[src/rtl/led_matrix_scan.sv]
// Scan controller for a 16x16 LED dot-matrix panel: shifts each row's pixels
// from the glyph ROM into the column register, latches them, then lights the row.
module led_matrix_scan #(
    parameter int CLK_DIV          = 4,
    parameter int ROW_HOLD         = 1000,
    parameter int FRAMES_PER_GLYPH = 60
) (
    input  logic        clk,
    input  logic        rst_n,
    input  logic        enable,
    input  logic        pixel,
    output logic [3:0]  row,
    output logic [3:0]  col,
    output logic [1:0]  select,
    output logic        sclk,
    output logic        sdata,
    output logic        latch,
    output logic [15:0] row_en,
    output logic        frame_done
);
    localparam int PW = $clog2(CLK_DIV);
    localparam int HW = $clog2(ROW_HOLD + 1);
    localparam int FW = $clog2(FRAMES_PER_GLYPH + 1);
    localparam logic [PW-1:0] P_LAST = PW'(CLK_DIV - 1);
    localparam logic [PW-1:0] P_HALF = PW'(CLK_DIV / 2);
    localparam logic [HW-1:0] H_LAST = HW'(ROW_HOLD - 1);
    localparam logic [FW-1:0] F_LAST = FW'(FRAMES_PER_GLYPH - 1);

    typedef enum logic [1:0] {IDLE, SHIFT, LATCH, DISPLAY} state_t;

    state_t         state_q, state_d;
    logic [3:0]     row_q, row_d;
    logic [3:0]     col_q, col_d;
    logic [1:0]     select_q, select_d;
    logic           sclk_q, sclk_d;
    logic           sdata_q, sdata_d;
    logic           latch_q, latch_d;
    logic [15:0]    row_en_q, row_en_d;
    logic           frame_done_q, frame_done_d;
    logic [PW-1:0]  p_q, p_d, p_next_s;
    logic [HW-1:0]  hold_q, hold_d;
    logic [FW-1:0]  frame_q, frame_d;

    // Next-state and next-output logic for the scan sequencer
    always_comb begin
        state_d      = state_q;
        row_d        = row_q;
        col_d        = col_q;
        select_d     = select_q;
        sclk_d       = 1'b0;
        sdata_d      = sdata_q;
        latch_d      = 1'b0;
        row_en_d     = 16'h0000;
        frame_done_d = 1'b0;
        p_d          = p_q;
        hold_d       = hold_q;
        frame_d      = frame_q;
        if (p_q == P_LAST) begin
            p_next_s = {PW{1'b0}};
        end else begin
            p_next_s = p_q + PW'(1);
        end

        // Disable aborts the scan but keeps glyph selection and frame count.
        if (!enable) begin
            state_d = IDLE;
            row_d   = 4'd0;
            col_d   = 4'd0;
            p_d     = {PW{1'b0}};
            hold_d  = {HW{1'b0}};
            sdata_d = 1'b0;
        end else begin
            case (state_q)
                IDLE: begin
                    state_d = SHIFT;
                end
                SHIFT: begin
                    p_d = p_next_s;
                    if (p_q == {PW{1'b0}}) begin
                        sdata_d = pixel;
                    end else begin
                        sdata_d = sdata_q;
                    end
                    if (p_q == P_LAST) begin
                        col_d = col_q + 4'd1;
                        if (col_q == 4'd15) begin
                            state_d = LATCH;
                            latch_d = 1'b1;
                        end else begin
                            state_d = SHIFT;
                        end
                    end else begin
                        sclk_d = (p_next_s >= P_HALF);
                    end
                end
                LATCH: begin
                    state_d  = DISPLAY;
                    hold_d   = {HW{1'b0}};
                    row_en_d = 16'd1 << row_q;
                end
                DISPLAY: begin
                    if (hold_q == H_LAST) begin
                        hold_d  = {HW{1'b0}};
                        row_d   = row_q + 4'd1;
                        state_d = SHIFT;
                        if (row_q == 4'd15) begin
                            frame_done_d = 1'b1;
                            if (frame_q == F_LAST) begin
                                frame_d  = {FW{1'b0}};
                                select_d = (select_q == 2'd1) ? 2'd2 : 2'd1;
                            end else begin
                                frame_d = frame_q + FW'(1);
                            end
                        end else begin
                            frame_done_d = 1'b0;
                        end
                    end else begin
                        hold_d   = hold_q + HW'(1);
                        row_en_d = 16'd1 << row_q;
                    end
                end
                default: begin
                    state_d = IDLE;
                end
            endcase
        end
    end

    // State, counter and output registers
    always_ff @(posedge clk or negedge rst_n) begin
        if (!rst_n) begin
            state_q      <= IDLE;
            row_q        <= 4'd0;
            col_q        <= 4'd0;
            select_q     <= 2'd1;
            sclk_q       <= 1'b0;
            sdata_q      <= 1'b0;
            latch_q      <= 1'b0;
            row_en_q     <= 16'h0000;
            frame_done_q <= 1'b0;
            p_q          <= {PW{1'b0}};
            hold_q       <= {HW{1'b0}};
            frame_q      <= {FW{1'b0}};
        end else begin
            state_q      <= state_d;
            row_q        <= row_d;
            col_q        <= col_d;
            select_q     <= select_d;
            sclk_q       <= sclk_d;
            sdata_q      <= sdata_d;
            latch_q      <= latch_d;
            row_en_q     <= row_en_d;
            frame_done_q <= frame_done_d;
            p_q          <= p_d;
            hold_q       <= hold_d;
            frame_q      <= frame_d;
        end
    end

    assign row        = row_q;
    assign col        = col_q;
    assign select     = select_q;
    assign sclk       = sclk_q;
    assign sdata      = sdata_q;
    assign latch      = latch_q;
    assign row_en     = row_en_q;
    assign frame_done = frame_done_q;

endmodule

[config.mk]
export PLATFORM = sky130hd
export DESIGN_NAME = led_matrix_scan
export DESIGN_NICKNAME = d
export VERILOG_FILES = /design/src/rtl/led_matrix_scan.sv
export SDC_FILE = /design/constraint.sdc
export NUM_CORES = 1
export LEC_CHECK = 0
export ABC_CLOCK_PERIOD_IN_PS = 1800
export BUFFER_PORTS_ARGS = -buffer_cell sky130_fd_sc_hd__buf_4
export CORE_MARGIN = 2
export CORE_UTILIZATION = 44
export DETAILED_ROUTE_END_ITERATION = 6
export GPL_TIMING_DRIVEN = 0
export PLACE_DENSITY = 0.75
export SLEW_MARGIN = 20
export SYNTH_ARGS = -nofsm -noshare
export SYNTH_HDL_FRONTEND = slang
export SYNTH_SLANG_ARGS = --single-unit
export TNS_END_PERCENT = 1
[constraint.sdc]
create_clock -name clk -period 1.8 [get_ports clk]
set_input_delay 0 -clock clk [delete_from_list [all_inputs] [get_ports clk]]
set_output_delay 0 -clock clk [all_outputs]
set_load 0.02 [all_outputs]
======== After elaboration in Yosys (flattened, before gate mapping) ========
Index checks and enable logic that the tools add are counted.
word-level totals
  flip-flop bits (word level) ............. 50
  bits in latches ......................... 0
  memory bits (writable) .................. 0
  ROM bits ................................ 0
  bits of input ports ..................... 4
  output and inout bits ................... 30
  logic and storage cells ................. 80
  memories ................................ 0
cells by class
  add/subtract/negate cells ............... 5
  $mul .................................... 0
  div/mod/pow operators ................... 0
  magnitude comparators ................... 1
  eq/ne operators ......................... 17
  shifts and indexed selects .............. 1
  multiplexer cells ....................... 36
  bitwise gates (word level) .............. 0
  reductions and logical operators ........ 8
operators with widths
  cell                   count
  $mux 16                2
  $pmux 16 s2            1
  $mux 4                 6
  $mux 10                2
  $pmux 10 s2            1
  $mux 2                 8
  $shl 1x4->16 const A   1
  $mux 1                 14
  $add 10x1->10 const B  1
  $eq 10x10->1 const B   1
  $ne 2x1->1 const B     5
  $add 4x1->4 const B    2
  $eq 4x4->1 const B     2
  $pmux 2 s4             1
  $reduce_and 2->1       4
  $add 6x1->6 const B    1
  $eq 2x2->1 const B     3
  $eq 6x6->1 const B     1
  $mux 6                 1
  $ne 3x3->1 const B     2
  $reduce_and 5->1       1
  $eq 2x1->1 const B     2
  $logic_not 2->1        2
  $reduce_and 4->1       1
  3 further kinds        3

======== Depth between registers and ports, before layout ========
Gate-level depths: netlist of the first run.
  word-level depth ........................ 6
  depth in mapped cells ................... 7
  mapped depth without buffers ............ 6

======== Worst setup path after synthesis of the first run ========
OpenSTA, ideal clock, no wires.
  kind .................................... register to register
  from .................................... reg row_q[1] (netlist: row[1])
  to ...................................... reg select_q[1] (netlist: select[1])
  setup time .............................. 125 ps
  data arrival time ....................... 1785 ps
  required time ........................... 1675 ps
  setup slack ............................. -110 ps
  cell stages (with the launch flop) ...... 6
  buffers on the path ..................... 0
  clock period less this slack ............ 1910 ps
  cell sequence ........................... dfrtp_1 ha_1 nand4_1 nor4_4 and3_1 mux2_2
on the way
  cells in the longest elaborated chain, start to end .. 2
RTL lines
  element                            RTL line  RTL
  start, declared                    32        logic [3:0] row_q, row_d;
  start signal, assigned             146       row_q <= row_d;
  $eq 4x4->1                         106       if (row_q == 4'd15) begin
  $reduce_and 5->1 (no source line)  --
  end signal, assigned               148       select_q <= select_d;
  end, declared                      34        logic [1:0] select_q, select_d;
No other way between the ends.
A chain may end at the register's enable or synchronous reset.

======== Final worst setup path of the first run ========
  from .................................... reg hold_q[4]
  to ...................................... reg select_q[1] (netlist: select[1])
on the way
  cells in the longest elaborated chain, start to end .. 2
RTL lines
  element                            RTL line  RTL
  start, declared                    41        logic [HW-1:0] hold_q, hold_d;
  start signal, assigned             142       hold_q <= {HW{1'b0}};
  start signal, assigned             155       hold_q <= hold_d;
  $eq 10x10->1                       102       if (hold_q == H_LAST) begin
  $reduce_and 5->1 (no source line)  --
No other way between the ends.

==> qor.yml, run 1 <==
initial_utilization: 0.461
fin_nets: 300
overflow: 0
cts_made_buffers: 5
vias_per_cell: 4.92
leakage_nw: 1.39
core_area_um2: 5140
synth_warnings: 0
die_area_um2: 5990
fin_crit_sh: 1.04
dp_hpwl_mm: 2.83
pin_count: 34
final.setup.tns_ps: -139
multi_input_comb_area_um2: 1110
holdWs_ps: 98.8
hold_viol: 0
fill_cells: 451
crit_fanout: 5
ff_latch_area_um2: 1260
synth_cells: 234
setup_slack_ps: -65.2
n_antenna_cell: 0
crit_cells: 4
path_cells: "or3b_4 > nor4_4 > and3_4 > mux2_4"
grt_antenna_before_repair: 0
crit_family: "simple AND/OR/NAND/NOR gates"
pre_cts_slack_ps: -237
clk_pin_slew_ps: 90
clkSinkCount: 50
cts-root-buf: "clkbuf_8"
p_per_area_nw_per_um2: 668
syn2layout_area_growth_pct: 25.3
wirelength_mm: 4.27
fmax_mhz: 536
cp.required_ps: 1990
utilization: 0.578
cts_tree: "done"
drv_cap: 0
syn_avg_cell_area_um2: 10.1
drt-initial-drc-count: 92
grt_pass1_wl_mm: 7.25
clock_skew_ps: 9.51
cp-end-kind: "flip-flop"
grt_start_max_net_pins: 51
wl_per_cell_um: 12.1
period_minus_slack_ps: 1870
drt_pass1_iterations: 4
slew_headroom: 0.593
rsz0062_at_grt: "yes"
holdPathStages: 3
clock_latency_ps: 300
grt_pass1_vias: 1668
drive_gt1_frac: 0.276
status: "finished with violations"
clock_path_buffers: 2
dp.cells: 336
yosysSeqAreaShare: 0.529
r2r_cells: 4
final_cell_mix: "dfrtp_1, nor2_1, buf_4"
die_h_um: 77.4
violations: "setup timing"
setup_viol: 5
place_congestion: 0.786
max_stage_delay_ps: 440
numPortBuffers: 32
die_w_um: 77.4
critPathKind: "flip-flop to flip-flop"
num_vias: 1736
grt_usage: 0.150
syn_area_um2: 2370
final_common_cell: "dfrtp_1"
arrival_ps: 2060
worstSetupStartpointType: "flip-flop"
hp-class: "primary input to flip-flop"
worst_slew_pin_slew_ps: 610
slowest_stage: "or3b_4"
peakVddDrop_v: 0.000367
fp-row-count: 26
htreeDepth: 2
synth.distinct_cells: 43
cp_num_buf_inv: 0
slew_violations: 0
ys_ff_latch: 50
synth_nets: 252
final_cell_count_no_fill: 353
antenna_left: 0
post-route-drc-count: 0
area by class of cell:
type,instances,area share
plain buffers,6,0.0147
multi-input cells,165,0.375
repair buffers,41,0.105
well taps,70,0.0295
inverters,13,0.0164
clock inverters,1,0.00295
clock buffers,7,0.0324
flip-flops and latches,50,0.423
final timing paths:
| check | start | slack [ps] | end |
|---|---|---|---|
| max reg2reg | hold_q[4]$_DFFE_PN0P_ | -70 | select[1]$_DFFE_PN0P_ |
| max in group asynchronous | rst_n | 1120 | row[0]$_DFFE_PN0P_ |
| max | hold_q[4]$_DFFE_PN0P_ | -70 | select[1]$_DFFE_PN0P_ |
| min in group asynchronous | rst_n | 250 | frame_q[2]$_DFFE_PN0P_ |
| min | enable | 100 | latch$_DFF_PN0_ |
| min reg2reg | frame_q[1]$_DFFE_PN0P_ | 500 | frame_q[1]$_DFFE_PN0P_ |
what timing repair did:
action	in CTS	in global routing
buffers inserted	1	6
hold endpoints to repair	50	0
pin swaps	1	6
gates resized for setup	6	20
hold buffers	2	0
setup endpoints to repair	32	37
metrics by stage:
step,power [mW],cell area [µm²]
final,1.98,2970
after global routing,2.08,2970
after CTS,2.01,2880
after detailed placement,1.29,2720
after global placement,1.29,2720
after floorplan,1.24,2400
where the power goes:
group	internal (mW)	switching, mW	total, mW
Combinational	0.0455	0.0816	0.127
Clock	0.352	0.361	0.713
Sequential	1.13	0.00832	1.14
worst min-delay path: cells and delay by family:
family / cells / cell delay (ps)
and+or+nand+nor: 2 / 150
buffers and inverters: 1 / 220
cells in the mapped netlist, drive strengths merged:
cell | instances | area [µm²]
dfrtp | 49 | 1230
nor2 | 39 | 146
nand2 | 29 | 109
ha | 14 | 175
inv | 13 | 48.8
nand3 | 9 | 50.1
xnor2 | 9 | 78.8
a21oi | 7 | 35.0
o21ai | 7 | 35.0
clkbuf | 6 | 23.8
nor4 | 5 | 46.3
and3 | 4 | 25.0
mux2i | 4 | 40.0
nand4 | 4 | 31.3
or3 | 4 | 30.0
mux2 | 3 | 33.8
or4 | 3 | 27.5
a211oi | 2 | 15.0
nand2b | 2 | 12.5
nor2b | 2 | 12.5
nor3 | 2 | 10.0
o211ai | 2 | 15.0
o31ai | 2 | 15.0
xor2 | 2 | 17.5
a2111oi | 1 | 8.76
a22oi | 1 | 7.51
a32oi | 1 | 8.76
a41oi | 1 | 8.76
and2 | 1 | 6.26
dfstp | 1 | 26.3
nand3b | 1 | 7.51
nor3b | 1 | 7.51
o31a | 1 | 10.0
or2b | 1 | 7.51
or3b | 1 | 11.3
sequential cells by signal, indices dropped and copies added (netlist names):
register / flops
frame_q: 6
sdata: 1
select: 2
p_q: 2
sclk: 1
col: 4
frame_done: 1
row: 4
latch: 1
row_en: 16
state_q: 2
hold_q: 10
layer usage:
layer,up-vias,share of wire,global-route usage
li1,895,-,-
met1,806,0.48,0.180
met2,29,0.47,0.254
met3,6,0.039,0.0430
met4,0,0.014,0.0625
met5,-,0,0
cell families after synthesis:
logic type	after synthesis	share of synthesized area
buffers and inverters	19	0.0306
flip-flops	50	0.529
multiplexers	7	0.0312
AND/OR/NAND/NOR	108	0.228
XOR/XNOR	11	0.0407
adder cells (fa/ha/maj)	14	0.0739
AO/OA/AOI/OAI	25	0.0670
Note: power is estimated with default switching activity, not from simulation.
==> run 2, diff against run 1 <==
--- a/config.mk
+++ b/config.mk
@@ -8,10 +8,10 @@
 export ABC_CLOCK_PERIOD_IN_PS = 1800
 export BUFFER_PORTS_ARGS = -buffer_cell sky130_fd_sc_hd__buf_4
 export CORE_MARGIN = 2
-export CORE_UTILIZATION = 44
+export CORE_UTILIZATION = 51
 export DETAILED_ROUTE_END_ITERATION = 6
 export GPL_TIMING_DRIVEN = 0
-export PLACE_DENSITY = 0.75
+export PLACE_DENSITY = 0.84
 export SLEW_MARGIN = 20
 export SYNTH_ARGS = -nofsm -noshare
 export SYNTH_HDL_FRONTEND = slang
==> run 2 against run 1 <==
Effect of this change: the run still ends with setup timing left; sequential share of layout area decreased by 0.22 points; total power increased by 13%; clock-buffer cell count decreased by 1; die area decreased by 13%; clock power increased by 34%; critical path depth unchanged; register-to-register slack got worse by 50 ps; combinational power increased by 4%; worst hold slack got worse by 27 ps; largest power group unchanged.
==> qor.yml, run 2 (synthesis gave the netlist of run 1 again) <==
clock_path_buffers: 2  # unchanged
grt_usage: 0.195  # +0.0449
largest_register_ffs: 16  # unchanged
arrival_ps: 2110  # +50 ps
hold_start: "enable"
fmax_mhz: 522  # -2.6%
die_w_um: 72.2  # -6.8%
worstSetupStartpointType: "flip-flop"
violations: "setup timing"
place_congestion: 0.808  # +2.8%
vias_per_cell: 5.44  # +11%
drt_pass1_iterations: 4  # unchanged
critPathKind: "flip-flop to flip-flop"
antenna_left: 0  # unchanged
wirelength_mm: 4.69  # +9.7%
cts_tree: "done"
drt-initial-drc-count: 98  # +6.5%
clock_latency_ps: 310  # about the same
clock_skew_ps: 7.85  # -1.66 ps
setup_viol: 15  # +10
hp-class: "primary input to flip-flop"
grt_antenna_before_repair: 0  # unchanged
clkSinkCount: 50  # unchanged
cp.required_ps: 2000  # about the same
core_area_um2: 4410  # -14%
syn2layout_area_growth_pct: 26.1
htreeDepth: 2  # unchanged
wl_per_cell_um: 13.9  # +15%
leakage_nw: 1.41  # +1.7%
wl_met3_um: 144  # -13%
die_area_um2: 5210  # -13%
slew_headroom: 0.601  # +0.00829
peakVddDrop_v: 0.000614  # +67%
grt_pass1_vias: 1794  # +7.6%
grt_pass1_wl_mm: 7.98  # +10%
top_layer: "met4"
drv_cap: 0  # unchanged
pin_count: 34  # unchanged
n_antenna_cell: 0  # unchanged
met1_length_mm: 2.00  # -2.6%
fin_nets: 301  # +0.33%
initial_utilization: 0.537  # +0.0758
die_h_um: 72.2  # -6.8%
pre_cts_slack_ps: -244  # -6.91 ps
post-route-drc-count: 0  # unchanged
worst_slew_pin_slew_ps: 598  # -12.4 ps
dp_hpwl_mm: 3.04  # +7.3%
fp-row-count: 24  # -7.7%
clk_pin_slew_ps: 90  # about the same
setup_slack_ps: -115  # -49.6 ps
hold_viol: 0  # unchanged
dp.cells: 318  # -5.4%
rsz0062_at_grt: "yes"
final_cell_mix: "dfrtp_1, buf_4, nor2_1"
crit_path_start: "hold_q[4]$_DFFE_PN0P_"
num_vias: 1828  # +5.3%
cts-root-buf: "clkbuf_8"
cp-end-kind: "flip-flop"
grt_start_max_net_pins: 51  # unchanged
period_minus_slack_ps: 1910  # +49.6 ps
drive_gt1_frac: 0.275  # -0.000970
crit_fanout: 5  # unchanged
overflow: 0  # unchanged
slew_violations: 0  # unchanged
numPortBuffers: 32  # unchanged
p_per_area_nw_per_um2: 747  # +12%
status: "finished with violations"
r2r_start: "hold_q[4]$_DFFE_PN0P_"
cts_made_buffers: 5  # unchanged
final_common_cell: "dfrtp_1"
dr_wl_met2_mm: 2.44  # +22%
final_cell_count_no_fill: 336  # -4.8%
fin_crit_sh: 1.06  # +0.0276
[run 2: cell type report]
| class | instances | area, µm² |
|---|---|---|
| Fill cell | 338 | 1430 |
| Buffer | 6 | 37.5 |
| Clock buffer | 6 | 82.6 |
| Clock inverter | 2 | 60.1 |
| Timing Repair Buffer | 42 | 320 |
| Tap cell | 52 | 65.1 |
| Multi-Input combinational cell | 165 | 1120 |
| Inverter | 13 | 48.8 |
| Sequential cell | 50 | 1260 |
[run 2: through the flow]
step	total power [mW]	hold slack, ps	area, µm²	util	TNS, ps
2_1_floorplan	1.24	-296	2400	-	0
3_3_place_gp	1.29	46.2	2700	0.612	-3770
3_5_place_dp	1.29	51.5	2700	0.612	-4780
4_1_cts	2.25	60.5	2900	0.656	-377
5_1_grt	2.31	119	2990	0.677	-2510
6_report	2.23	71.5	2990	0.677	-680
[run 2: where the power goes]
part	switching, mW	internal, mW
registers	0.00877	1.13
logic	0.0853	0.0463
clock network	0.365	0.592
[run 2: metal layers]
| layer | up-vias | GRT usage |
|---|---|---|
| met5 | - | 0 |
| met4 | 0 | 0.0881 |
| met3 | 12 | 0.0361 |
| met2 | 40 | 0.333 |
| met1 | 887 | 0.241 |
| li1 | 889 | - |
[run 2: timing repair]
action | 4_1_cts | 5_1_grt
setup buffers | 1 | 7
pin swaps | 3 | 4
endpoints found under the setup margin | 34 | 38
hold endpoints to repair | 50 | 0
resized for setup | 12 | 10
hold buffers | 2 | 0
[run 2: final timing paths]
check                                               to  slack [ps]  cells after the start
worst max-delay path             select[1]$_DFFE_PN0P_        -110                      4
worst min-delay path                   latch$_DFF_PN0_          70                      3
worst max register to register   select[1]$_DFFE_PN0P_        -110                      4
worst min register to register  frame_q[1]$_DFFE_PN0P_         510                      2
max in group asynchronous        hold_q[4]$_DFFE_PN0P_        1120                      2
min in group asynchronous           col[1]$_DFFE_PN0P_         230                      2
[run 2: worst max-delay path, stage by stage, from the launching register on]
cell	delay [ps]
dfrtp_2	430
or3b_4	440
nor4_4	370
and3_4	270
mux2_4	300
